## src/rtl/pc_ctrl.sv

```systemverilog
// pc_ctrl: program counter with jump/flush/stall control, misalign flag and perf counters
module pc_ctrl #(
  parameter logic [31:0] RESET_PC     = 32'h0000_0000,
  parameter int unsigned FLUSH_CYCLES = 1
) (
  input  logic        clk,
  input  logic        rst_n,
  input  logic        jump_en_i,
  input  logic [31:0] jump_addr_i,
  input  logic        hold_flag_i,
  input  logic        bus_hold_i,
  output logic [31:0] pc_o,
  output logic        flush_o,
  output logic        hold_o,
  output logic        misalign_o,
  output logic [31:0] jump_cnt_o,
  output logic [31:0] stall_cnt_o
);
  typedef enum logic {RUN, FLUSH} state_t;
  localparam logic [2:0] FRELOAD = 3'(FLUSH_CYCLES - 1);
  state_t      state_q, state_d;
  logic [2:0]  fcnt_q, fcnt_d;
  logic [31:0] pc_q, pc_d, jcnt_q, jcnt_d, scnt_q, scnt_d;
  logic        mis_q, mis_d;
  assign hold_o      = rst_n & (hold_flag_i | bus_hold_i) & ~jump_en_i;
  assign flush_o     = rst_n & (jump_en_i | (state_q == FLUSH));
  assign pc_o        = pc_q;
  assign misalign_o  = mis_q;
  assign jump_cnt_o  = jcnt_q;
  assign stall_cnt_o = scnt_q;
  // Flush sequencing: a jump (re)starts the extra flush cycles, which count down even while held
  always_comb begin
    state_d = state_q;
    fcnt_d  = fcnt_q;
    if (jump_en_i) begin
      state_d = (FLUSH_CYCLES > 1) ? FLUSH : RUN;
      fcnt_d  = FRELOAD;
    end else if (state_q == FLUSH) begin
      fcnt_d  = fcnt_q - 3'd1;
      state_d = (fcnt_q == 3'd1) ? RUN : FLUSH;
    end
  end
  // Next PC (jump > hold > increment), sticky misalign and saturating counters
  always_comb begin
    pc_d   = jump_en_i ? {jump_addr_i[31:2], 2'b00} : hold_o ? pc_q : pc_q + 32'd4;
    mis_d  = mis_q | (jump_en_i & (|jump_addr_i[1:0]));
    jcnt_d = (jump_en_i && jcnt_q != '1) ? jcnt_q + 32'd1 : jcnt_q;
    scnt_d = (hold_o && scnt_q != '1) ? scnt_q + 32'd1 : scnt_q;
  end
  // State register
  always_ff @(posedge clk or negedge rst_n) begin
    if (!rst_n) begin
      state_q <= RUN;
      fcnt_q  <= '0;
      pc_q    <= RESET_PC;
      mis_q   <= 1'b0;
      jcnt_q  <= '0;
      scnt_q  <= '0;
    end else begin
      state_q <= state_d;
      fcnt_q  <= fcnt_d;
      pc_q    <= pc_d;
      mis_q   <= mis_d;
      jcnt_q  <= jcnt_d;
      scnt_q  <= scnt_d;
    end
  end
endmodule
```

## config.mk

```make
export PLATFORM = sky130hd
export DESIGN_NAME = pc_ctrl
export DESIGN_NICKNAME = d
export VERILOG_FILES = /design/src/rtl/pc_ctrl.sv
export SDC_FILE = /design/constraint.sdc
export NUM_CORES = 1
export LEC_CHECK = 0
export ABC_AREA = 1
export BUFFER_PORTS_ARGS = -buffer_cell sky130_fd_sc_hd__buf_2
export CORE_ASPECT_RATIO = 0.6
export CORE_MARGIN = 2
export CORE_UTILIZATION = 50
export CTS_CLUSTER_DIAMETER = 120
export DETAILED_ROUTE_END_ITERATION = 7
export GPL_ROUTABILITY_DRIVEN = 0
export HOLD_SLACK_MARGIN = 0.15
export PLACE_DENSITY_LB_ADDON = 0.15
export SYNTH_ARGS = -nofsm -noshare
export SYNTH_HDL_FRONTEND = slang
export SYNTH_SLANG_ARGS = --single-unit
```

## constraint.sdc

```tcl
create_clock -name clk -period 1.9 [get_ports clk]
set_input_delay 0.285 -clock clk [delete_from_list [all_inputs] [get_ports clk]]
set_output_delay 0.285 -clock clk [all_outputs]
set_load 0.01 [all_outputs]
```

==> flow_summary_export.csv <==
group,metric,value,unit
cts,root_buffer,"clkbuf_16",
synthesis,synth_top_family_by_area,"simple AND/OR/NAND/NOR gates",
sta,fin_skew,0.00923,ns
pwr,power,0.00547,W
die,core_area,12900,um^2
die,fp-row-count,32,
cts,htreeDepth,3,
sta,slew_headroom,0.591,
drt,drt.antenna.violating_nets,0,
synthesis,synth_top_area_frac,0.376,
run,maxCapViolCount,0,
cts,worstSkewPairLatency,0.35,ns
setup_path,cp_max_fo,22,
setup_path,worstPathRequired,2.17,ns
pwr,leakagePower,4.07,nW
pwr,powerDensity,686,nW/um^2
drt,drt-total-wl,19900,um
final_layout,nets,1200,
sta,finalSetupTns,0,ns
synthesis,netlist_top_cells_area,"dfrtp_1, nand2_1, nor2_1",
synthesis,syn_inst,991,
synthesis,yosysTopAreaCell,"dfrtp_1",
drt,avgViaCountPerCell,5.14,
setup_path,cp-endpoint,"stall_cnt_o[16]",
global_route,first_global_vias,6129,
synthesis,avgSynthCellArea,6.65,um^2
sta,fin_crit,1.76,ns
drt,drc,0,
synthesis,synth-simple-area-share,0.452,
final_layout,area_growth_syn_to_layout,21.0,%
synthesis,syn_area,6590,um^2
synthesis,yosysUniqueCellTypes,39,
setup_path,r2r_slack,0.14,ns
sta,clock.fmax,570,MHz
synthesis,synth_compound_area_frac,0.0547,
sta,finalWorstSetupSlack,0.145,ns
die,die_w,152,um
drt,routedWlPerCell,14.9,um
die,floorplan.initialDensity,0.513,
hold_path,hp-start,"jump_addr_i[20]",
synthesis,muxShareOfSynthArea,0,
synthesis,synthXorXnorAreaFrac,0.0461,
drt,via_count,6845,
die,ios,136,
cts,clock-sinks,99,
sta,setup_viol,0,
synthesis,synth_warnings,0,
final_layout,nFillCells,1215,
hold_path,hold_class,"input pin to register",
pwr,ir_worst_vdd,496,uV
cts,numCtsBuffers,9,
final_layout,num_antenna_cells,0,
cts,clk_path_buf_depth,2,
die,dieArea,14100,um^2
setup_path,arrival,2.03,ns
synthesis,async_flop_share,1.00,
synthesis,ys_seq_area_frac,0.376,
setup_path,timing.rr.start,"stall_cnt_o[1]",
setup_path,reg2reg_depth,10,
placement,hpwl,15500,um
cts,cts_tree,"done",
drt,dr.pass1.iters,5,
synthesis,synth-seq-cells,99,
global_route,antenna_found_initial,0,
run_status,status,"finished clean",
sta,period_share,0.924,
drt,drtIter0Drc,573,
sta,finalHoldViolCount,0,
sta,hold_ws,0.155,ns
setup_path,end_kind,"register",
cts,clkTransAtPathRegs,0.07,ns
global_route,grt_pass1_wl,32500,um
sta,slew_viol_final,0,
setup_path,critPathLaunchType,"register",
global_route,grt_overflow_total,0,
die,die_y,92.9,um
setup_path,critical_path_class,"register to register",
placement,port_buffers,133,
final_layout,layout-drive-gt1-share,0.189,
global_route,grt_start_max_net_pins,47,
setup_path,rr_endpoint,"stall_cnt_o[16]",
synthesis,synthAdderAreaFrac,0.00949,
sta,tightest_slew,0.613,ns
global_route,track_usage,0.291,
synthesis,synth_edf_count,0,
setup_path,startpoint,"stall_cnt_o[1]",
synthesis,ys.flop_type,"dfrtp_1",
sta,rsz0062_at_grt,"false",
placement,preCtsSetupSlack,0.0972,ns
[where the power goes]
| part | switching (W) | internal [W] |
|---|---|---|
| registers | 0.000243 | 0.00229 |
| clock network | 0.000842 | 0.000931 |
| logic | 0.000705 | 0.000458 |
| total | 0.00179 | 0.00368 |
[cell usage in the layout (no fill, tap or decap), types with 12 or more instances in the layout]
| cell type | instances |
|---|---|
| nand2_1 | 457 |
| nor2_1 | 139 |
| buf_2 | 132 |
| dfrtp_1 | 98 |
| inv_1 | 62 |
| nand3_1 | 41 |
| buf_4 | 39 |
| nand3b_1 | 34 |
| o21ai_0 | 23 |
| xor2_1 | 17 |
| xnor2_1 | 14 |
| o21ai_1 | 12 |
[area by class of cell]
class                   instances  area (um^2)  area share
flip-flops and latches         99         2480       0.311
clock inverters                 5         37.5     0.00471
repair buffers                175         1010       0.127
multi-input cells             805         3730       0.467
inverters                      68          260      0.0326
well taps                     170          213      0.0267
clock buffers                  11          243      0.0304
[cell usage after synthesis (7+ instances only)]
library cell    n
inv_1          62
nor2_1        140
xor2_1         17
o21bai_1        8
xnor2_1        14
nand4_1         7
o21ai_0        23
nand3b_1       34
nand3_1        41
dfrtp_1        99
o21ai_1        12
nand2_1       457
[layer usage]
| layer | wire [um] | global-route usage | part of all wire |
|---|---|---|---|
| met3 | 1770 | 0.0739 | 0.089 |
| met5 | 0 | 0 | 0 |
| met2 | 7460 | 0.389 | 0.37 |
| met1 | 10500 | 0.470 | 0.53 |
| met4 | 152 | 0.0444 | 0.0076 |
[state kept, by name, indices dropped and copies added (netlist names)]
name,cells
jump_cnt_o,32
stall_cnt_o,32
pc_o,30
fcnt_q,3
misalign_o,1
state_q,1
[kinds of logic after synthesis]
family / after synthesis
AOI/OAI and AO/OA: 60
xor gates and xnor gates: 33
adders and majority gates: 5
buffers and inverters: 88
DFF: 99
other: 1
and+or+nand+nor: 705
[worst max-delay path, stage by stage, from the launching register on]
cell and delay [ns]:
dfrtp_1 0.40, ha_1 0.20, inv_2 0.07, nor2_4 0.18, nand2_4 0.10, nor2_8 0.15
nand2_4 0.08, nand2_8 0.17, buf_6 0.19, nand2_1 0.07, o21ai_1 0.07
[through the flow]
step / area [um^2] / util / instances
floorplan: 6590 / - / 992
global placement: 7660 / 0.596 / 1315
detailed placement: 7660 / 0.596 / 1315
CTS: 7950 / 0.618 / 1332
global route: 7970 / 0.620 / 1333
finish: 7970 / 0.620 / 1333
[worst min-delay path by stage]
| stage | to | slack, ns | depth (start not counted) |
|---|---|---|---|
| after floorplan | fcnt_q[0] | -0.01 | 0 |
| after global placement | jump_cnt_o[1] | 0.28 | 2 |
| after detailed placement | jump_cnt_o[0] | 0.28 | 2 |
| after CTS | pc_o[20] | 0.15 | 3 |
| after global routing | pc_o[26] | 0.16 | 3 |
| final | pc_o[20] | 0.15 | 3 |
[repair_timing]
| action | in CTS | in global routing |
|---|---|---|
| hold buffers | 1 | 0 |
| resized for setup | 0 | 6 |
| setup endpoints to repair | 0 | 28 |
| buffers inserted | 0 | 1 |
| endpoints found under the hold margin | 11 | 0 |
(Power assumes the default switching activity.)
